File: src/rtl/seq_multiplier_if.sv
// Operand/result handshake bundle for the iterative multiplier.
interface seq_multiplier_if #(
    parameter int unsigned WIDTH = 4
);
    logic                   in_valid;
    logic                   in_ready;
    logic                   signed_mode;
    logic [WIDTH-1:0]       a;
    logic [WIDTH-1:0]       b;
    logic                   out_valid;
    logic                   out_ready;
    logic [2*WIDTH-1:0]     product;
    logic                   busy;

    modport master (
        output in_valid, signed_mode, a, b, out_ready,
        input  in_ready, out_valid, product, busy
    );

    modport slave (
        input  in_valid, signed_mode, a, b, out_ready,
        output in_ready, out_valid, product, busy
    );
endinterface

File: src/rtl/seq_multiplier.sv
// Iterative shift-add WIDTH x WIDTH multiplier, unsigned or two's complement,
// one partial product per clock, valid/ready on both sides.
module seq_multiplier #(
    parameter int unsigned WIDTH = 4,
    parameter int unsigned CNT_W = $clog2(WIDTH + 1)
) (
    input  logic             clk,
    input  logic             rst_n,
    seq_multiplier_if.slave  bus
);
    localparam int unsigned PW = 2 * WIDTH;

    localparam logic [1:0] S_IDLE = 2'd0;
    localparam logic [1:0] S_RUN  = 2'd1;
    localparam logic [1:0] S_DONE = 2'd2;

    logic [1:0]       r_state;
    logic [WIDTH-1:0] r_mcand;
    logic [WIDTH-1:0] r_hi;
    logic [WIDTH-1:0] r_lo;
    logic [CNT_W-1:0] r_cnt;
    logic             r_neg;
    logic [PW-1:0]    r_product;
    logic             r_out_valid;
    logic             r_in_ready;
    logic             r_busy;

    logic [1:0]       w_state;
    logic [WIDTH-1:0] w_mcand;
    logic [WIDTH-1:0] w_hi;
    logic [WIDTH-1:0] w_lo;
    logic [CNT_W-1:0] w_cnt;
    logic             w_neg;
    logic [PW-1:0]    w_product;
    logic             w_out_valid;
    logic             w_in_ready;
    logic             w_busy;

    logic [WIDTH:0]   w_sum;
    logic [WIDTH-1:0] w_shift_hi;
    logic [WIDTH-1:0] w_shift_lo;
    logic [PW-1:0]    w_acc;
    logic [CNT_W-1:0] w_cnt_inc;
    logic [WIDTH-1:0] w_mag_a;
    logic [WIDTH-1:0] w_mag_b;

    // One shift-add step: the low half of the accumulator doubles as the multiplier.
    always_comb begin
        w_sum      = (WIDTH+1)'({1'b0, r_hi})
                   + (r_lo[0] ? (WIDTH+1)'({1'b0, r_mcand}) : (WIDTH+1)'(0));
        w_shift_hi = w_sum[WIDTH:1];
        w_shift_lo = {w_sum[0], r_lo[WIDTH-1:1]};
        w_acc      = {w_shift_hi, w_shift_lo};
        w_cnt_inc  = r_cnt + CNT_W'(1);
        // Magnitudes; the most-negative value negates to itself, which reads as 2^(WIDTH-1) unsigned.
        w_mag_a    = (bus.signed_mode && bus.a[WIDTH-1]) ? (~bus.a + WIDTH'(1)) : bus.a;
        w_mag_b    = (bus.signed_mode && bus.b[WIDTH-1]) ? (~bus.b + WIDTH'(1)) : bus.b;
    end

    // Next-state and next-output decode.
    always_comb begin
        w_state     = r_state;
        w_mcand     = r_mcand;
        w_hi        = r_hi;
        w_lo        = r_lo;
        w_cnt       = r_cnt;
        w_neg       = r_neg;
        w_product   = r_product;
        w_out_valid = r_out_valid;
        w_in_ready  = r_in_ready;
        w_busy      = r_busy;

        case (r_state)
            S_IDLE: begin
                if (bus.in_valid) begin
                    w_mcand    = w_mag_a;
                    w_lo       = w_mag_b;
                    w_hi       = '0;
                    w_cnt      = '0;
                    w_neg      = bus.signed_mode & (bus.a[WIDTH-1] ^ bus.b[WIDTH-1]);
                    w_in_ready = 1'b0;
                    w_busy     = 1'b1;
                    w_state    = S_RUN;
                end
            end
            S_RUN: begin
                w_hi  = w_shift_hi;
                w_lo  = w_shift_lo;
                w_cnt = w_cnt_inc;
                if (w_cnt_inc == CNT_W'(WIDTH)) begin
                    w_product   = r_neg ? (~w_acc + PW'(1)) : w_acc;
                    w_out_valid = 1'b1;
                    w_state     = S_DONE;
                end
            end
            S_DONE: begin
                if (bus.out_ready) begin
                    w_out_valid = 1'b0;
                    w_in_ready  = 1'b1;
                    w_busy      = 1'b0;
                    w_state     = S_IDLE;
                end
            end
            default: begin
                w_out_valid = 1'b0;
                w_in_ready  = 1'b1;
                w_busy      = 1'b0;
                w_state     = S_IDLE;
            end
        endcase
    end

    // State register.
    always_ff @(posedge clk or negedge rst_n) begin
        if (!rst_n) begin
            r_state <= S_IDLE;
        end else begin
            r_state <= w_state;
        end
    end

    // Datapath and registered outputs; reset discards any in-flight product.
    always_ff @(posedge clk or negedge rst_n) begin
        if (!rst_n) begin
            r_mcand     <= '0;
            r_hi        <= '0;
            r_lo        <= '0;
            r_cnt       <= '0;
            r_neg       <= 1'b0;
            r_product   <= '0;
            r_out_valid <= 1'b0;
            r_in_ready  <= 1'b1;
            r_busy      <= 1'b0;
        end else begin
            r_mcand     <= w_mcand;
            r_hi        <= w_hi;
            r_lo        <= w_lo;
            r_cnt       <= w_cnt;
            r_neg       <= w_neg;
            r_product   <= w_product;
            r_out_valid <= w_out_valid;
            r_in_ready  <= w_in_ready;
            r_busy      <= w_busy;
        end
    end

    assign bus.in_ready  = r_in_ready;
    assign bus.out_valid = r_out_valid;
    assign bus.product   = r_product;
    assign bus.busy      = r_busy;
endmodule

File: src/flat_wrapper.sv
// flat-port wrapper written by rule: the top's interface ports become plain ports
module seq_multiplier_flat 
#(
    parameter int unsigned WIDTH = 4,
    parameter int unsigned CNT_W = $clog2(WIDTH + 1)
)
  (clk, rst_n, bus_in_valid, bus_signed_mode, bus_a, bus_b, bus_out_ready, bus_in_ready, bus_out_valid, bus_product, bus_busy);
  seq_multiplier_if #(.WIDTH(WIDTH)) bus_i ();
  input  logic clk;
  input  logic rst_n;
  input wire logic [$bits(bus_i.in_valid)-1:0] bus_in_valid;
  input wire logic [$bits(bus_i.signed_mode)-1:0] bus_signed_mode;
  input wire logic [$bits(bus_i.a)-1:0] bus_a;
  input wire logic [$bits(bus_i.b)-1:0] bus_b;
  input wire logic [$bits(bus_i.out_ready)-1:0] bus_out_ready;
  output wire logic [$bits(bus_i.in_ready)-1:0] bus_in_ready;
  output wire logic [$bits(bus_i.out_valid)-1:0] bus_out_valid;
  output wire logic [$bits(bus_i.product)-1:0] bus_product;
  output wire logic [$bits(bus_i.busy)-1:0] bus_busy;
  assign bus_i.in_valid = bus_in_valid;
  assign bus_i.signed_mode = bus_signed_mode;
  assign bus_i.a = bus_a;
  assign bus_i.b = bus_b;
  assign bus_i.out_ready = bus_out_ready;
  assign bus_in_ready = bus_i.in_ready;
  assign bus_out_valid = bus_i.out_valid;
  assign bus_product = bus_i.product;
  assign bus_busy = bus_i.busy;
  seq_multiplier #(.WIDTH(WIDTH), .CNT_W(CNT_W)) u_core (.clk(clk), .rst_n(rst_n), .bus(bus_i));
endmodule
File: config.mk
export PLATFORM = sky130hd
export DESIGN_NAME = seq_multiplier_flat
export DESIGN_NICKNAME = d
export VERILOG_FILES = /design/src/rtl/seq_multiplier_if.sv /design/src/rtl/seq_multiplier.sv /design/src/flat_wrapper.sv
export SDC_FILE = /design/constraint.sdc
export NUM_CORES = 1
export LEC_CHECK = 0
export CORE_ASPECT_RATIO = 0.9
export CORE_UTILIZATION = 40
export DETAILED_ROUTE_END_ITERATION = 16
export REMOVE_ABC_BUFFERS = 1
export SLEW_MARGIN = 20
export SYNTH_ARGS = -nofsm -noshare
export SYNTH_HDL_FRONTEND = slang
export SYNTH_SLANG_ARGS = --single-unit
File: constraint.sdc
create_clock -name clk -period 2.65 [get_ports clk]
set_input_delay 0.53 -clock clk [delete_from_list [all_inputs] [get_ports clk]]
set_output_delay 0.53 -clock clk [all_outputs]
set_load 0.02 [all_outputs]
==> results of run 1 <==
[critical path, delay by kind of cell (launching register included)]
| kind | cells | cell delay (ps) |
|---|---|---|
| AOI/OAI and AO/OA | 2 | 210 |
| xor gates and xnor gates | 1 | 340 |
| adders and majority gates | 2 | 650 |
| DFF | 1 | 400 |
| and+or+nand+nor | 3 | 550 |
[synth_stat cells]
cell type	number	area share, %
dfrtp_1	28	44
nor2_1	18	4.2
nand2_1	15	3.5
a21oi_1	14	4.4
o21ai_0	10	3.1
ha_1	9	7.0
inv_1	7	1.6
nand3_1	6	1.9
xnor2_1	6	3.3
nor3_1	5	1.6
and2_1	4	1.6
mux2_2	4	2.8
xor2_1	4	2.2
a21o_1	3	1.4
a22o_1	3	1.6
nand2b_1	3	1.2
mux2i_1	2	1.2
o211ai_1	2	0.94
o22ai_1	2	0.78
o31ai_1	2	0.94
a211oi_1	1	0.47
a21oi_2	1	0.55
a22oi_1	1	0.47
a31oi_1	1	0.39
and3_1	1	0.39
and4_1	1	0.55
buf_2	1	0.31
buf_4	1	0.47
buf_6	1	0.70
clkbuf_1	1	0.23
clkbuf_2	1	0.31
dfstp_2	1	1.6
fa_1	1	1.2
nor2b_1	1	0.39
nor2b_2	1	0.55
nor3b_1	1	0.47
o21a_1	1	0.47
o21bai_1	1	0.47
xor2_2	1	1.0
[how the worst max path moves through the flow]
| stage | slack, ps | endpoint | from | cells after the start |
|---|---|---|---|---|
| 6_report | 390 | u_core.bus.product[7] | u_core.r_lo[0] | 8 |
| 5_1_grt | 210 | u_core.bus.product[7] | u_core.r_lo[0] | 8 |
| 4_1_cts | 420 | u_core.bus.product[7] | u_core.r_lo[0] | 8 |
| 3_5_place_dp | 420 | u_core.bus.product[7] | u_core.r_lo[0] | 8 |
| 3_3_place_gp | 480 | u_core.bus.product[7] | u_core.r_lo[0] | 8 |
| 2_1_floorplan | 560 | u_core.bus.product[7] | u_core.r_lo[0] | 8 |
[flip-flops by register name, indices dropped and copies added, names as in the netlist]
register              count
u_core.bus.busy           1
u_core.bus.in_ready       1
u_core.bus.out_valid      1
u_core.bus.product        8
u_core.r_cnt              3
u_core.r_hi               4
u_core.r_lo               4
u_core.r_mcand            4
u_core.r_neg              1
u_core.r_state            2
[report_power, final]
part           internal, mW  total, mW  switching, mW
clock network         0.211      0.371          0.160
registers             0.656      0.848          0.191
logic                 0.559       1.17          0.611
[per-stage QoR]
stage / hold WS (ps) / worst slack (ps) / std cells
finish: 490 / 392 / 242
global route: 522 / 206 / 242
CTS: 497 / 417 / 242
detailed placement: 483 / 420 / 234
global placement: 476 / 479 / 234
floorplan: 234 / 564 / 161
[final cells by class]
cell class,count,share of cell area (%)
repair buffers,27,13.1
well taps,46,2.91
flip-flops and latches,29,36.7
multi-input cells,125,41.3
inverters,7,1.33
clock buffers,8,4.55
[cells by family (layout without fill, tap and decap cells)]
kind of cell    after synthesis  after routing  synth area share (%)
compound gates               42             42                  16.0
xor+xnor                     11             11                  6.47
fa+ha+maj                    10             10                  8.27
buf+inv                      12             42                  3.67
flops                        29             29                  45.3
mux                           6              6                  4.06
simple gates                 56             56                  16.2
[routing by layer]
| layer | part of all wire [%] | wire, um | global-route usage, % | vias to the layer above |
|---|---|---|---|---|
| li1 | - | - | - | 632 |
| met1 | 50 | 1660 | 23.5 | 617 |
| met2 | 44 | 1460 | 27.7 | 30 |
| met4 | 1.9 | 63 | 7.00 | 0 |
| met3 | 3.7 | 123 | 7.12 | 6 |
| met5 | 0 | 0 | 0 | - |
==> impl_metrics.toml, run 1 <==
[layout]
finished_layout_cell_area_sq_um = 1980
layout-area-overhead-vs-synth_pct = 23.4
final_layout_size_suffix_gt1_share_pct = 9.18
multi_input_logic_area_sq_um = 818
insertedDiodeCount = 0
layout_commonest_cell = "dfrtp_1"
filler_cell_count = 348
final_nets = 218
post-route-util_pct = 52.3
layout_common_cells = "dfrtp_1 (28), clkdlybuf4s50_1 (23), nor2_1 (18)"
register_area_sq_um = 727

[critical_path]
timing.critical_path.required_ps = 2810
timing.setup.critical_path_class = "register to register"
regToRegStartpoint = "u_core.r_lo[0]"
crit_path_top_delay_cell = "fa_1"
crit_arrival_ps = 2410
worst_path_largest_cell_delay_ps = 430
reg2regPathDepth = 8
critical_path.startpoint_type = "register"
biggest_fanout_along_the_worst_timing_path = 5
worst-r2r-setup-slack_ps = 390
path_cells = "and2_1 -> ha_1 -> fa_1 -> xnor2_1 -> nand3_1 -> and4_1 -> a21oi_1 -> o211ai_1"
reg2reg_to = "u_core.bus.product[7]"
worst_setup_path_end_kind = "register"

[detailed_routing]
routed_wirelength_um = 3320
post-route-drc-count = 0
drt_pre_antenna_iters = 4
dr_total_vias = 1285
wl_per_cell_um = 13.7
vias_per_cell = 5.31
drtAntennaViolNets = 0
dr.first_iter.drc_count = 48

[floorplan]
die_x_um = 68.8
floorplan.die_area_sq_um = 4270
initial_utilization_pct = 42.4
fp.coreArea_sq_um = 3780
row_count = 21
floorplan.io_pins = 24
die_h_um = 62.1

[sta]
finalClockSkew_ps = 8.97
setup_violations = 0
max-slew-margin-rel_pct = 71.2
rsz_0062_raised_after_global_routing = "false"
layout_worst_path_cycle_share_pct = 85.2
tightest_slew_ps = 428
max_freq_ghz = 0.443
maxSlewViolCount = 0
hold_viol_final = 0
finalSetupTns_ps = 0
finalCriticalPeriod_ps = 2260

[job]
number_of_maximum_capacitance_violations = 0

[clock_tree]
clock-root-buffer = "clkbuf_8"
postCtsHoldBufs = 0
post-cts-setup-buffer-count = 0
ctsResizeCount = 0
cts.htree.levels = 2
clkLatencyLatePin_ps = 280
clock_path_buffers = 2
worst_setup_hold_path_clk_slew_ps = 60
tritoncts = "built"
numCtsBuffers = 5
clkSinkCount = 29

[logic_synthesis]
post_synth_inst_count = 166
synth-warning-count = 0
sequential_area_share_after_synthesis_pct = 45.3
post_synth.cell_area_avg_sq_um = 9.66
synth_area_sq_um = 1600
synth.distinct_cells = 39
ys_seq_elements = 29

[outcome]
outcome = "complete, no violations"

[min_path]
hold_path_depth = 1
min-delay-start = "u_core.bus.out_valid"
worstHoldPathType = "register to register"
hold-path-endpoint = "u_core.bus.out_valid"

[global_routing]
maximum_number_of_pins_on_one_net_before_global_route_repair = 30
grt_use_total_pct = 18.2
first_pass_grt_wire_length_um = 5390
grt.overflow.total = 0
number_of_antenna_violations_at_the_first_check_in_global_routing = 0
grt_pass1_vias = 1182

[place]
detailed_place_hpwl_um = 2470
buffer_ports.inserted = 23
globalplace.congestion = 0.778
place_area_sq_um = 1890

[power]
ir_drop_mv = 0.435
p_leak_nw = 0.889
design_power_total_mw = 2.39
power.density_cell_area_nw_per_um2 = 1210
No activity file was read; power rests on OpenSTA's default activity.
==> inputs of run 2 (changes only) <==
- CORE_UTILIZATION: 40 -> 51
- PLACE_DENSITY: default -> 0.76
==> impl_metrics.toml, run 2 (synthesis results as in run 1) <==
[critical_path]
critical_path.startpoint_type = "register"
crit_path_top_delay_cell = "fa_1"
worst_setup_path_end_kind = "register"
timing.critical_path.buf_inv = 0
crit_arrival_ps = 2420
timing.critical_path.required_ps = 2850
critPathTopFamily = "adder cells"
path_cells = "and2_1 -> ha_1 -> fa_1 -> xnor2_1 -> nand3_1 -> and4_1 -> a21oi_1 -> o211ai_1"
timing.setup.critical_path_class = "register to register"
worst_path_largest_cell_delay_ps = 430
biggest_fanout_along_the_worst_timing_path = 5

[clock_tree]
clock-root-buffer = "clkbuf_4"
tritoncts = "built"
clkSinkCount = 29
worst_setup_hold_path_clk_slew_ps = 80
postCtsHoldBufs = 0
clock_path_buffers = 2
post-cts-setup-buffer-count = 0
cts.htree.levels = 2
clkLatencyLatePin_ps = 330
numCtsBuffers = 5
ctsResizeCount = 0

[sta]
finalCriticalPeriod_ps = 2230
finalSetupTns_ps = 0
rsz_0062_raised_after_global_routing = "false"
hold_viol_final = 0
setup_violations = 0
max-slew-margin-rel_pct = 50.1
finalClockSkew_ps = 9.58
setup_slack_ps = 424
tightest_slew_ps = 747
hold-worst-slack_ps = 494
layout_worst_path_cycle_share_pct = 84.0
maxSlewViolCount = 0
max_freq_ghz = 0.449

[power]
power.density_cell_area_nw_per_um2 = 1170
p_leak_nw = 0.870
ir_drop_mv = 0.550

[global_routing]
grt_pass1_vias = 1182
first_pass_grt_wire_length_um = 5090
grt.overflow.total = 0
maximum_number_of_pins_on_one_net_before_global_route_repair = 30
grt_use_total_pct = 20.8
number_of_antenna_violations_at_the_first_check_in_global_routing = 0

[detailed_routing]
routed_wirelength_um = 3050
drtAntennaViolNets = 0
dr.first_iter.drc_count = 29
vias_per_cell = 5.39
dr_total_vias = 1262
drt_pre_antenna_iters = 4
post-route-drc-count = 0
wl_per_cell_um = 13.0

[place]
detailed_place_hpwl_um = 2360
buffer_ports.inserted = 23
globalplace.congestion = 0.864
pre_cts_slack_ps = 432

[layout]
layout-area-overhead-vs-synth_pct = 20.3
largest_register_ff_count = 8
layout_common_cells = "dfrtp_1 (28), clkdlybuf4s50_1 (23), nor2_1 (18)"
final_nets = 217
layout_commonest_cell = "dfrtp_1"
final_layout_size_suffix_gt1_share_pct = 8.76
insertedDiodeCount = 0

[min_path]
worstHoldPathType = "register to register"

[job]
number_of_maximum_capacitance_violations = 0

[floorplan]
floorplan.die_area_sq_um = 3370
initial_utilization_pct = 56.1
fp.coreArea_sq_um = 2860
die_x_um = 61.1
floorplan.io_pins = 24
die_h_um = 55.2
row_count = 18

[outcome]
outcome = "complete, no violations"
[run 2: cell count changes in the layout (fill, tap and decap cells not counted), sizes merged]
cell / previous run / this run
clkbuf: 8 / 7
buf: 4 / 3
[run 2: metal layers]
layer  global-route usage [%]  routed length [um]  vias up
met5                        0                   0        -
met4                     10.7                  67        0
met3                     5.62                 130        6
met2                     31.7                1440       36
met1                     26.7                1410      589
li1                         -                   -      631
[run 2: final cells by class]
| type | instances | area, sq um |
|---|---|---|
| tap | 40 | 50.0 |
| sequential | 29 | 727 |
| fill | 240 | 931 |
| clock buffer | 7 | 55.1 |
| multi-input combinational | 125 | 818 |
| inverter | 7 | 26.3 |
| timing repair buffer | 26 | 253 |
[run 2: power by group]
group / leakage, nW / switching, mW / internal [mW]
Sequential: 0.352 / 0.184 / 0.654
Clock: 0.0314 / 0.141 / 0.125
Combinational: 0.487 / 0.604 / 0.550
Total: 0.870 / 0.930 / 1.33
[run 2: final timing paths]
path	start	endpoint	slack, ps	cells after the start
setup / recovery	u_core.r_lo[0]	u_core.bus.product[7]	420	8
hold / removal	u_core.bus.out_valid	u_core.bus.out_valid	490	1
setup reg to reg	u_core.r_lo[0]	u_core.bus.product[7]	420	8
hold reg to reg	u_core.bus.out_valid	u_core.bus.out_valid	490	1
max in group asynchronous	rst_n	u_core.bus.in_ready	1760	2
min in group asynchronous	rst_n	u_core.bus.product[1]	570	2
[run 2: through the flow]
step	area, sq um	utilization (%)	total power, mW	std cells
2_1_floorplan	1570	-	1.61	161
3_3_place_gp	1870	65.5	1.95	227
3_5_place_dp	1870	65.5	2.00	227
4_1_cts	1930	67.5	2.27	234
5_1_grt	1930	67.5	2.44	234
6_report	1930	67.5	2.26	234
[run 2: worst reg2reg max path, stage by stage, from the launching register on]
cell and delay [ps]:
dfrtp_1 410, and2_1 150, ha_1 220, fa_1 430, xnor2_1 330, nand3_1 140
and4_1 230, a21oi_1 110, o211ai_1 90
==> inputs of run 3 (changes only) <==
- CORE_UTILIZATION: 51 -> 48
- PLACE_DENSITY: 0.76 -> 0.75
- clock period: 2.65 -> 1.97 ns (I/O delays scaled with it)
==> impl_metrics.toml, run 3 (synthesis results as in run 1) <==
[outcome]
outcome = "complete, no violations"

[detailed_routing]
dr_total_vias = 1324
routed_wirelength_um = 3400
drtAntennaViolNets = 0
post-route-drc-count = 0
drt_pre_antenna_iters = 4
wl_per_cell_um = 13.8
vias_per_cell = 5.38
dr.first_iter.drc_count = 35

[sta]
finalCriticalPeriod_ps = 1960
layout_worst_path_cycle_share_pct = 99.3
hold-worst-slack_ps = 490
maxSlewViolCount = 0
max-slew-margin-rel_pct = 65.3
max_freq_ghz = 0.511
rsz_0062_raised_after_global_routing = "true"
hold_viol_final = 0
setup_violations = 0
finalSetupTns_ps = 0
finalClockSkew_ps = 9.12
tightest_slew_ps = 516

[min_path]
worstHoldPathType = "input port to async pin"

[clock_tree]
clock-root-buffer = "clkbuf_8"
cts.htree.levels = 2
tritoncts = "built"
numCtsBuffers = 5
clock_path_buffers = 2
worst_setup_hold_path_clk_slew_ps = 70
clkLatencyLatePin_ps = 290
clkSinkCount = 29

[critical_path]
worst_path_largest_cell_delay_ps = 390
timing.critical_path.required_ps = 2130
crit_arrival_ps = 2120
path_cells = "and2_1 -> ha_2 -> fa_2 -> xnor2_2 -> buf_4 -> a21o_1 -> xnor2_1 -> a21oi_1"
critical_path.startpoint_type = "register"
biggest_fanout_along_the_worst_timing_path = 3
worst_setup_path_end_kind = "register"
crit_path_top_delay_cell = "fa_2"
timing.setup.critical_path_class = "register to register"

[layout]
final_layout_size_suffix_gt1_share_pct = 17.6
insertedDiodeCount = 0
layout_commonest_cell = "dfrtp_1"
largest_register_ff_count = 8
filler_cell_count = 253
final_nets = 226
layout-area-overhead-vs-synth_pct = 29.6
layout_common_cells = "dfrtp_1 (28), clkdlybuf4s50_1 (23), nor2_1 (17)"

[floorplan]
row_count = 19
fp.coreArea_sq_um = 3110
die_h_um = 56.8
initial_utilization_pct = 51.5
die_x_um = 62.9
floorplan.io_pins = 24
floorplan.die_area_sq_um = 3580

[global_routing]
grt_pass1_vias = 1307
grt_use_total_pct = 21.1
number_of_antenna_violations_at_the_first_check_in_global_routing = 0
grt.overflow.total = 0
maximum_number_of_pins_on_one_net_before_global_route_repair = 30
first_pass_grt_wire_length_um = 5620

[place]
globalplace.congestion = 0.833
detailed_place_hpwl_um = 2550
buffer_ports.inserted = 23

[power]
power.switching_mw = 1.42
power.share.clock_pct = 14.1
p_leak_nw = 0.923
combPwrFrac_pct = 54.5
p_int_mw = 2.04
power.switching_fraction_pct = 41.0
power.density_cell_area_nw_per_um2 = 1670
ir_drop_mv = 0.713
share_seq_of_total_power_pct = 31.4

[job]
number_of_maximum_capacitance_violations = 0
run 3: cell types whose count changed in the layout (fill, tap and decap cells not counted), moves of 2 or more:
cell,delta
clkbuf_4,-5
a21oi_1,-2
buf_4,+9
clkinvlp_4,+3
clkbuf_8,+4
run 3: metal layers:
metal	vias up	wire length (um)	GRT usage, %
met5	-	0	0
met4	0	63	8.31
met3	6	148	6.71
met2	33	1740	37.2
met1	632	1450	23.5
li1	653	-	-
run 3: final timing paths:
path	startpoint	end	slack, ps	cells after the start
min reg2reg	u_core.r_mcand[0]	u_core.r_mcand[0]	500	1
max reg2reg	u_core.r_lo[0]	u_core.bus.product[6]	10	8
max in group asynchronous	rst_n	u_core.bus.in_ready	1180	2
max	u_core.r_lo[0]	u_core.bus.product[6]	10	8
min	rst_n	u_core.bus.busy	490	2
min in group clk	u_core.r_mcand[0]	u_core.r_mcand[0]	500	1
run 3: stage by stage:
step | worst slack, ps | cells | cell area [sq um] | power [mW] | utilization (%)
3_5_place_dp | -150 | 236 | 1930 | 2.83 | 62.0
5_1_grt | -65.5 | 246 | 2080 | 3.70 | 66.7
2_1_floorplan | -116 | 161 | 1570 | 2.17 | -
6_report | 13.4 | 246 | 2080 | 3.46 | 66.7
3_3_place_gp | -78.7 | 236 | 1930 | 2.74 | 62.0
4_1_cts | -3.76 | 244 | 2040 | 3.39 | 65.6
run 3: area by class of cell:
cell class	count	area, sq um	share of cell area [%]
clock buffers	5	68.8	3.31
flip-flops and latches	29	727	35.0
well taps	42	52.6	2.53
clock inverters	3	22.5	1.08
inverters	7	26.3	1.26
multi-input cells	125	861	41.4
repair buffers	35	320	15.4
run 3: power groups by stage:
stage	logic, mW	registers, mW	clock network [mW]
after floorplan	0.959	1.21	0
after global placement	1.66	1.08	0
after detailed placement	1.73	1.10	0
after CTS	1.80	1.09	0.499
after global routing	2.05	1.13	0.528
final	1.89	1.09	0.487
run 3: critical path: cells and delay by family (launching register included):
| family | cells | cell delay [ps] |
|---|---|---|
| adders and majority gates | 2 | 590 |
| DFF | 1 | 370 |
| xor gates and xnor gates | 2 | 310 |
| AOI/OAI and AO/OA | 2 | 240 |
| and+or+nand+nor | 1 | 160 |
| buffers and inverters | 1 | 150 |
run 3: repair_timing:
item / CTS / global route
setup endpoints to repair: 4 / 4
setup buffers: 0 / 2
pin swaps: 6 / 4
resized for setup: 6 / 4
gates cloned: 0 / 0
hold buffers: 0 / 0
